==> config.mk <==
export PLATFORM = sky130hd
export DESIGN_NAME = trigger_delay_gen_flat
export DESIGN_NICKNAME = d
export VERILOG_FILES = /design/src/rtl/trigger_delay_gen_if.sv /design/src/rtl/trigger_delay_gen.sv /design/src/flat_wrapper.sv
export SDC_FILE = /design/constraint.sdc
export NUM_CORES = 1
export LEC_CHECK = 0
export CAP_MARGIN = 20
export CORE_MARGIN = 3
export CORE_UTILIZATION = 45
export DETAILED_ROUTE_END_ITERATION = 12
export GPL_TIMING_DRIVEN = 0
export MAX_ROUTING_LAYER = met4
export PLACE_DENSITY = 0.75
export SKIP_CTS_REPAIR_TIMING = 1
export SYNTH_ARGS = -nofsm -noshare
export SYNTH_HDL_FRONTEND = slang
export SYNTH_SLANG_ARGS = --single-unit
==> constraint.sdc <==
create_clock -name adc_sampleclk -period 3.3 [get_ports adc_sampleclk]
set_input_delay 0.99 -clock adc_sampleclk [delete_from_list [all_inputs] [get_ports adc_sampleclk]]
set_output_delay 0.99 -clock adc_sampleclk [all_outputs]
set_load 0.1 [all_outputs]
==> src/rtl/trigger_delay_gen_if.sv <==
// trigger_delay_gen_if: trigger, config and status bundle
// between the capture controller and the delay generator.
interface trigger_delay_gen_if #(
  parameter int pDELAY_WIDTH   = 24,
  parameter int pPULSE_WIDTH   = 8,
  parameter int pHOLDOFF_WIDTH = 16,
  parameter int pCOUNT_WIDTH   = 16
);

  logic                      trigger_in;
  logic                      armed_and_ready;
  logic [pDELAY_WIDTH-1:0]   delay;
  logic [pPULSE_WIDTH-1:0]   pulse_width;
  logic [pHOLDOFF_WIDTH-1:0] holdoff;
  logic                      clear_counts;

  logic                      trig_out;
  logic                      busy;
  logic [pCOUNT_WIDTH-1:0]   trig_count;
  logic [pCOUNT_WIDTH-1:0]   missed_count;
  logic [7:0]                debug;

  modport master (
    output trigger_in,
    output armed_and_ready,
    output delay,
    output pulse_width,
    output holdoff,
    output clear_counts,
    input  trig_out,
    input  busy,
    input  trig_count,
    input  missed_count,
    input  debug
  );

  modport slave (
    input  trigger_in,
    input  armed_and_ready,
    input  delay,
    input  pulse_width,
    input  holdoff,
    input  clear_counts,
    output trig_out,
    output busy,
    output trig_count,
    output missed_count,
    output debug
  );

endinterface

==> src/rtl/trigger_delay_gen.sv <==
// trigger_delay_gen: delays an accepted trigger, stretches it
// into a pulse, then holds off; counts accepted/missed triggers.
module trigger_delay_gen #(
  parameter int pDELAY_WIDTH   = 24,
  parameter int pPULSE_WIDTH   = 8,
  parameter int pHOLDOFF_WIDTH = 16,
  parameter int pCOUNT_WIDTH   = 16
) (
  input  logic              adc_sampleclk,
  input  logic              reset_n,
  trigger_delay_gen_if.slave bus
);

  localparam int pCW_A =
    (pDELAY_WIDTH > pPULSE_WIDTH) ?
    pDELAY_WIDTH : pPULSE_WIDTH;
  localparam int pCNT_WIDTH =
    (pCW_A > pHOLDOFF_WIDTH) ?
    pCW_A : pHOLDOFF_WIDTH;

  localparam logic [pCNT_WIDTH-1:0] CNT_ONE =
    {{(pCNT_WIDTH-1){1'b0}}, 1'b1};
  localparam logic [pCOUNT_WIDTH-1:0] STAT_ONE =
    {{(pCOUNT_WIDTH-1){1'b0}}, 1'b1};

  typedef enum logic [1:0] {
    IDLE    = 2'd0,
    DELAY   = 2'd1,
    PULSE   = 2'd2,
    HOLDOFF = 2'd3
  } state_t;

  state_t                  state_q;
  state_t                  state_d;
  logic [pCNT_WIDTH-1:0]   cnt_q;
  logic [pCNT_WIDTH-1:0]   cnt_d;

  logic                    trig_out_q;
  logic                    trig_out_d;
  logic                    busy_q;
  logic                    busy_d;
  logic [pCOUNT_WIDTH-1:0] trig_count_q;
  logic [pCOUNT_WIDTH-1:0] trig_count_d;
  logic [pCOUNT_WIDTH-1:0] missed_count_q;
  logic [pCOUNT_WIDTH-1:0] missed_count_d;

  logic [pCNT_WIDTH-1:0]   delay_ext;
  logic [pCNT_WIDTH-1:0]   holdoff_ext;
  logic [pCNT_WIDTH-1:0]   pw_load;
  logic                    cnt_le_one;
  logic                    trig_sat;
  logic                    missed_sat;
  logic                    accept;
  logic                    miss;

  // Settings are unsigned; widen them to the shared counter width.
  assign delay_ext   = pCNT_WIDTH'(bus.delay);
  assign holdoff_ext = pCNT_WIDTH'(bus.holdoff);

  // A zero pulse width still produces a single-cycle pulse.
  assign pw_load = (bus.pulse_width == '0) ?
                   '0 :
                   pCNT_WIDTH'(bus.pulse_width) - CNT_ONE;

  assign cnt_le_one = (cnt_q <= CNT_ONE);
  assign trig_sat   = &trig_count_q;
  assign missed_sat = &missed_count_q;

  // Trigger classification depends only on the current state.
  assign accept = bus.armed_and_ready & bus.trigger_in &
                  (state_q == IDLE);
  assign miss   = bus.armed_and_ready & bus.trigger_in &
                  (state_q != IDLE);

  // State and counter registers with synchronous reset.
  always_ff @(posedge adc_sampleclk) begin
    if (!reset_n) begin
      state_q        <= IDLE;
      cnt_q          <= '0;
      trig_out_q     <= 1'b0;
      busy_q         <= 1'b0;
      trig_count_q   <= '0;
      missed_count_q <= '0;
    end else begin
      state_q        <= state_d;
      cnt_q          <= cnt_d;
      trig_out_q     <= trig_out_d;
      busy_q         <= busy_d;
      trig_count_q   <= trig_count_d;
      missed_count_q <= missed_count_d;
    end
  end

  // Next-state and down-counter sequencing; disarm wins.
  always_comb begin
    state_d = state_q;
    cnt_d   = cnt_q;
    if (!bus.armed_and_ready) begin
      state_d = IDLE;
      cnt_d   = '0;
    end else begin
      unique case (state_q)
        IDLE: begin
          if (bus.trigger_in) begin
            if (delay_ext == '0) begin
              state_d = PULSE;
              cnt_d   = pw_load;
            end else begin
              state_d = DELAY;
              cnt_d   = delay_ext;
            end
          end
        end
        DELAY: begin
          if (cnt_le_one) begin
            state_d = PULSE;
            cnt_d   = pw_load;
          end else begin
            cnt_d = cnt_q - CNT_ONE;
          end
        end
        PULSE: begin
          if (cnt_q == '0) begin
            if (holdoff_ext == '0) begin
              state_d = IDLE;
              cnt_d   = '0;
            end else begin
              state_d = HOLDOFF;
              cnt_d   = holdoff_ext;
            end
          end else begin
            cnt_d = cnt_q - CNT_ONE;
          end
        end
        HOLDOFF: begin
          if (cnt_le_one) begin
            state_d = IDLE;
            cnt_d   = '0;
          end else begin
            cnt_d = cnt_q - CNT_ONE;
          end
        end
        default: begin
          state_d = IDLE;
          cnt_d   = '0;
        end
      endcase
    end
  end

  // Registered outputs follow the next state; counters saturate.
  always_comb begin
    trig_out_d     = (state_d == PULSE);
    busy_d         = (state_d != IDLE);
    trig_count_d   = trig_count_q;
    missed_count_d = missed_count_q;
    if (bus.clear_counts) begin
      trig_count_d   = '0;
      missed_count_d = '0;
    end else begin
      if (accept && !trig_sat)
        trig_count_d = trig_count_q + STAT_ONE;
      if (miss && !missed_sat)
        missed_count_d = missed_count_q + STAT_ONE;
    end
  end

  assign bus.trig_out     = trig_out_q;
  assign bus.busy         = busy_q;
  assign bus.trig_count   = trig_count_q;
  assign bus.missed_count = missed_count_q;
  assign bus.debug        = {
    (cnt_q == '0),
    missed_sat,
    trig_sat,
    bus.trigger_in,
    bus.armed_and_ready,
    trig_out_q,
    state_q
  };

endmodule
==> src/flat_wrapper.sv <==
// flat-port wrapper written by rule: the top's interface ports become plain ports
module trigger_delay_gen_flat 
#(
  parameter int pDELAY_WIDTH   = 24,
  parameter int pPULSE_WIDTH   = 8,
  parameter int pHOLDOFF_WIDTH = 16,
  parameter int pCOUNT_WIDTH   = 16
)
  (adc_sampleclk, reset_n, bus_trigger_in, bus_armed_and_ready, bus_delay, bus_pulse_width, bus_holdoff, bus_clear_counts, bus_trig_out, bus_busy, bus_trig_count, bus_missed_count, bus_debug);
  trigger_delay_gen_if #(.pDELAY_WIDTH(pDELAY_WIDTH), .pPULSE_WIDTH(pPULSE_WIDTH), .pHOLDOFF_WIDTH(pHOLDOFF_WIDTH), .pCOUNT_WIDTH(pCOUNT_WIDTH)) bus_i ();
  input  logic adc_sampleclk;
  input  logic reset_n;
  input wire logic [$bits(bus_i.trigger_in)-1:0] bus_trigger_in;
  input wire logic [$bits(bus_i.armed_and_ready)-1:0] bus_armed_and_ready;
  input wire logic [$bits(bus_i.delay)-1:0] bus_delay;
  input wire logic [$bits(bus_i.pulse_width)-1:0] bus_pulse_width;
  input wire logic [$bits(bus_i.holdoff)-1:0] bus_holdoff;
  input wire logic [$bits(bus_i.clear_counts)-1:0] bus_clear_counts;
  output wire logic [$bits(bus_i.trig_out)-1:0] bus_trig_out;
  output wire logic [$bits(bus_i.busy)-1:0] bus_busy;
  output wire logic [$bits(bus_i.trig_count)-1:0] bus_trig_count;
  output wire logic [$bits(bus_i.missed_count)-1:0] bus_missed_count;
  output wire logic [$bits(bus_i.debug)-1:0] bus_debug;
  assign bus_i.trigger_in = bus_trigger_in;
  assign bus_i.armed_and_ready = bus_armed_and_ready;
  assign bus_i.delay = bus_delay;
  assign bus_i.pulse_width = bus_pulse_width;
  assign bus_i.holdoff = bus_holdoff;
  assign bus_i.clear_counts = bus_clear_counts;
  assign bus_trig_out = bus_i.trig_out;
  assign bus_busy = bus_i.busy;
  assign bus_trig_count = bus_i.trig_count;
  assign bus_missed_count = bus_i.missed_count;
  assign bus_debug = bus_i.debug;
  trigger_delay_gen #(.pDELAY_WIDTH(pDELAY_WIDTH), .pPULSE_WIDTH(pPULSE_WIDTH), .pHOLDOFF_WIDTH(pHOLDOFF_WIDTH), .pCOUNT_WIDTH(pCOUNT_WIDTH)) u_core (.adc_sampleclk(adc_sampleclk), .reset_n(reset_n), .bus(bus_i));
endmodule
==> summary.md <==
| Metric | Value |
|---|---|
| Hold Slack | 517 ps |
| Met1 usage | 0.322 |
| Worst Max-Slew Pin Slew | 1030 ps |
| Register bit count reported by yosys | 60 |
| Core Footprint | 8260 um2 |
| Synth Flop Type | dfxtp_1 |
| Worst hold path stage count | 2 |
| TNS Setup | 0 ps |
| Critical-path maximum fanout | 6 |
| EDFF count, synth | 0 |
| CTS tree | yes |
| Final ANT Viol Nets | 0 |
| HPWL after DPL | between 9 and 10 mm |
| Area grow syn2layout | 34.8% |
| Die W | 98.3 um |
| Placed cell count | 699 |
| GRT Overall Usage | 0.251 |
| Setup crit end kind | output pin |
| Hold endpoint | u_core.bus.missed_count[1]$_SDFFE_PP0P_ |
| Arr. time, crit path | 2280 ps |
| Critical path's largest stage delay | 460 ps |
| IO Count | 95 |
| Clock period minus worst slack | 3270 ps |
| Vias | 4284 |
| Mapped Cells | 500 |
| Syn nets | 558 |
| Area share of the largest cell type after synthesis | 0.313 |
| Drt pass-1 iters | 5 |
| Startpoint Class | flop |
| Mean Syn Cell Area | around 7.7 um2 |
| Die area | 9660 um2 |
| First-pass GRT wire length | 19.5 mm |
| Starting Density | 0.464 |
| Clock buffer count from CTS | 9 |
| Status | complete, no violations |
| RR Startpoint | u_core.cnt_q[4]$_SDFFE_PN0P_ |
| Max-cap violations | 0 |
| Cell taking the most area after synthesis | dfxtp_1 |
| Leak Pwr | 1.79 nW |
| Final Skew | 12.6 ps |
| CTS root buffer | clkbuf_8 |
| Met3 Use GR | 0.0407 |
| Worst skew pair latency | 350 ps |
| Layout Utilization | 0.626 |
| Fin. Hold Viols | 0 |
| Most frequent cells in the layout | 89 x clkdlybuf4s50_1, 73 x nor2_1, 59 x dfxtp_1, 45 x nand2_1, 31 x a21oi_1 |
| Finish-stage setup viols | 0 |
| Area of the mapped netlist | 3830 um2 |
| Vias per cell | 5.99 |
| Peak VDD IR | 224 uV |
| TritonCTS Sinks | 60 |
| Sequential fraction of the synthesis area | 0.313 |
| R2R depth | 8 |
| DRT iter0 DRCs | 338 |
| Port Buf Inserts | 94 |
| Pin count of the biggest net entering global routing | 11 |
| Commonest non-fill, non-tap cell in the layout | clkdlybuf4s50_1 |
| Fmax | 305 MHz |
| Post-synth ARST share | 0 |
| Synth area leaders | dfxtp_1 31%, nor2_1 7.1%, xnor2_1 4.6% |
| Critical R2R Capture | u_core.cnt_q[3]$_SDFFE_PN0P_ |
| Vias in the first global route | 4044 |
| GRT busiest layer | met2 |
| Cell Chain, Critical Path | inv_2 -> ha_4 -> or3b_4 -> nor4_4 -> nand2_2 -> inv_4 -> buf_12 |
| Final WL | between 10 and 15 mm |
| Yosys warning count | 0 |
| H-Tree Depth | 3 |
| Final Max Tran Viols | 0 |
| Die Ht | 98.3 um |
| Antenna violations before repair | 0 |
| Req. time, crit path | 2310 ps |
| Slowest stage cell, crit path | or3b_4 |
| Worst R2R Setup Slack | between 300 and 400 ps |
| Slew HR | 0.305 |
| Worst Hold Launch | u_core.bus.missed_count[1]$_SDFFE_PP0P_ |
| Number of inserted diodes | 0 |
| Setup CP Type | reg2out |
| Period Utilization, post-route | 0.992 |
| GP Congestion | ~0.92 |
| Distinct cells, synth | 61 |
| Fin cells | around 720 |
| DRC | 0 |
| Wirelength per Cell | 17.0 um |
| Hold WC Path Type | reg2reg |
| # rows | 33 |
| Total gr overflow | 0 |
| Clock tree buffer depth | 2 |
| # nets final | 664 |
| Reg clk slew, reported paths | ~80 ps |
| Power Density | 388 nW/um2 |
| Met2 Usage GRT | 0.404 |
| Share of cells above drive strength 1 | 0.0902 |
-- metal layers --
layer / routed length (um) / vias to the layer above / share of wire
met3: 1060 / 29 / 0.087
met5: 0 / - / 0
met1: 5180 / 1986 / 0.42
met2: 5690 / 221 / 0.47
li1: - / 2048 / -
met4: 249 / 0 / 0.020
-- cells in the mapped netlist (all sizes together), types with 9 or more instances --
| master | n |
|---|---|
| nand2 | 46 |
| a21oi | 31 |
| nor2 | 73 |
| clkbuf | 16 |
| xnor2 | 20 |
| mux2i | 11 |
| buf | 12 |
| nor4 | 21 |
| nor3 | 21 |
| nand4 | 12 |
| nand3 | 17 |
| dfxtp | 60 |
| o21ai | 17 |
| xor2 | 19 |
| o211ai | 9 |
| inv | 15 |
-- sequential cells by signal (all words and copies together), names as in the netlist --
name / flops
u_core.bus.busy: 1
u_core.state_q: 2
u_core.cnt_q: 24
u_core.bus.trig_count: 16
u_core.bus.trig_out: 1
u_core.bus.missed_count: 16
-- per-stage QoR --
stage | worst slack (ps) | instance area (um2) | power (mW)
finish | 25.0 | 5170 | 2.01
global route | -10.3 | 5170 | 2.08
CTS | -1580 | 5110 | 1.97
detailed placement | -1210 | 4900 | 1.27
global placement | -1240 | 4900 | 1.26
floorplan | 1.62 | 3830 | 1.10
-- logic make-up after synthesis --
family / after synthesis / share of synthesized area
DFF: 60 / 0.313
AOI/OAI and AO/OA: 113 / 0.198
muxes: 12 / 0.0317
and+or+nand+nor: 228 / 0.301
adders and majority gates: 5 / 0.0163
buffers and inverters: 43 / 0.0503
xor gates and xnor gates: 39 / 0.0891
-- how the worst max path moves through the flow --
| stage | start | endpoint | slack (ps) | depth (start not counted) |
|---|---|---|---|---|
| after floorplan | u_core.cnt_q[0]$_SDFFE_PN0P_ | bus_debug[7] | 2 | 7 |
| after global placement | u_core.cnt_q[0]$_SDFFE_PN0P_ | bus_debug[7] | -1240 | 8 |
| final | u_core.cnt_q[1]$_SDFFE_PN0P_ | bus_debug[7] | 30 | 7 |
| after detailed placement | u_core.cnt_q[0]$_SDFFE_PN0P_ | bus_debug[7] | -1210 | 8 |
| after global routing | u_core.cnt_q[1]$_SDFFE_PN0P_ | bus_debug[7] | -10 | 7 |
| after CTS | u_core.cnt_q[0]$_SDFFE_PN0P_ | bus_debug[7] | -1580 | 8 |
-- critical path: cells and delay by family (launching register included) --
kind                     cells  cell delay, ps
adder cells (fa/ha/maj)      1             140
buffers and inverters        3             400
flip-flops                   1             350
AND/OR/NAND/NOR              3            1050
-- layout make-up --
cell class	count	area [um2]
clock inverters	3	45.0
repair buffers	96	946
well taps	105	131
plain buffers	27	133
flip-flops and latches	60	1200
inverters	15	58.8
fillers	765	3090
clock buffers	12	165
multi-input cells	397	2490
-- where the power goes --
group	leakage (nW)	internal, mW	switching (mW)
Sequential	0.487	0.742	0.0235
Clock	0.101	0.407	0.303
Combinational	1.21	0.222	0.309
Total	1.79	1.37	0.636
Note: power is estimated with default switching activity, not from simulation.
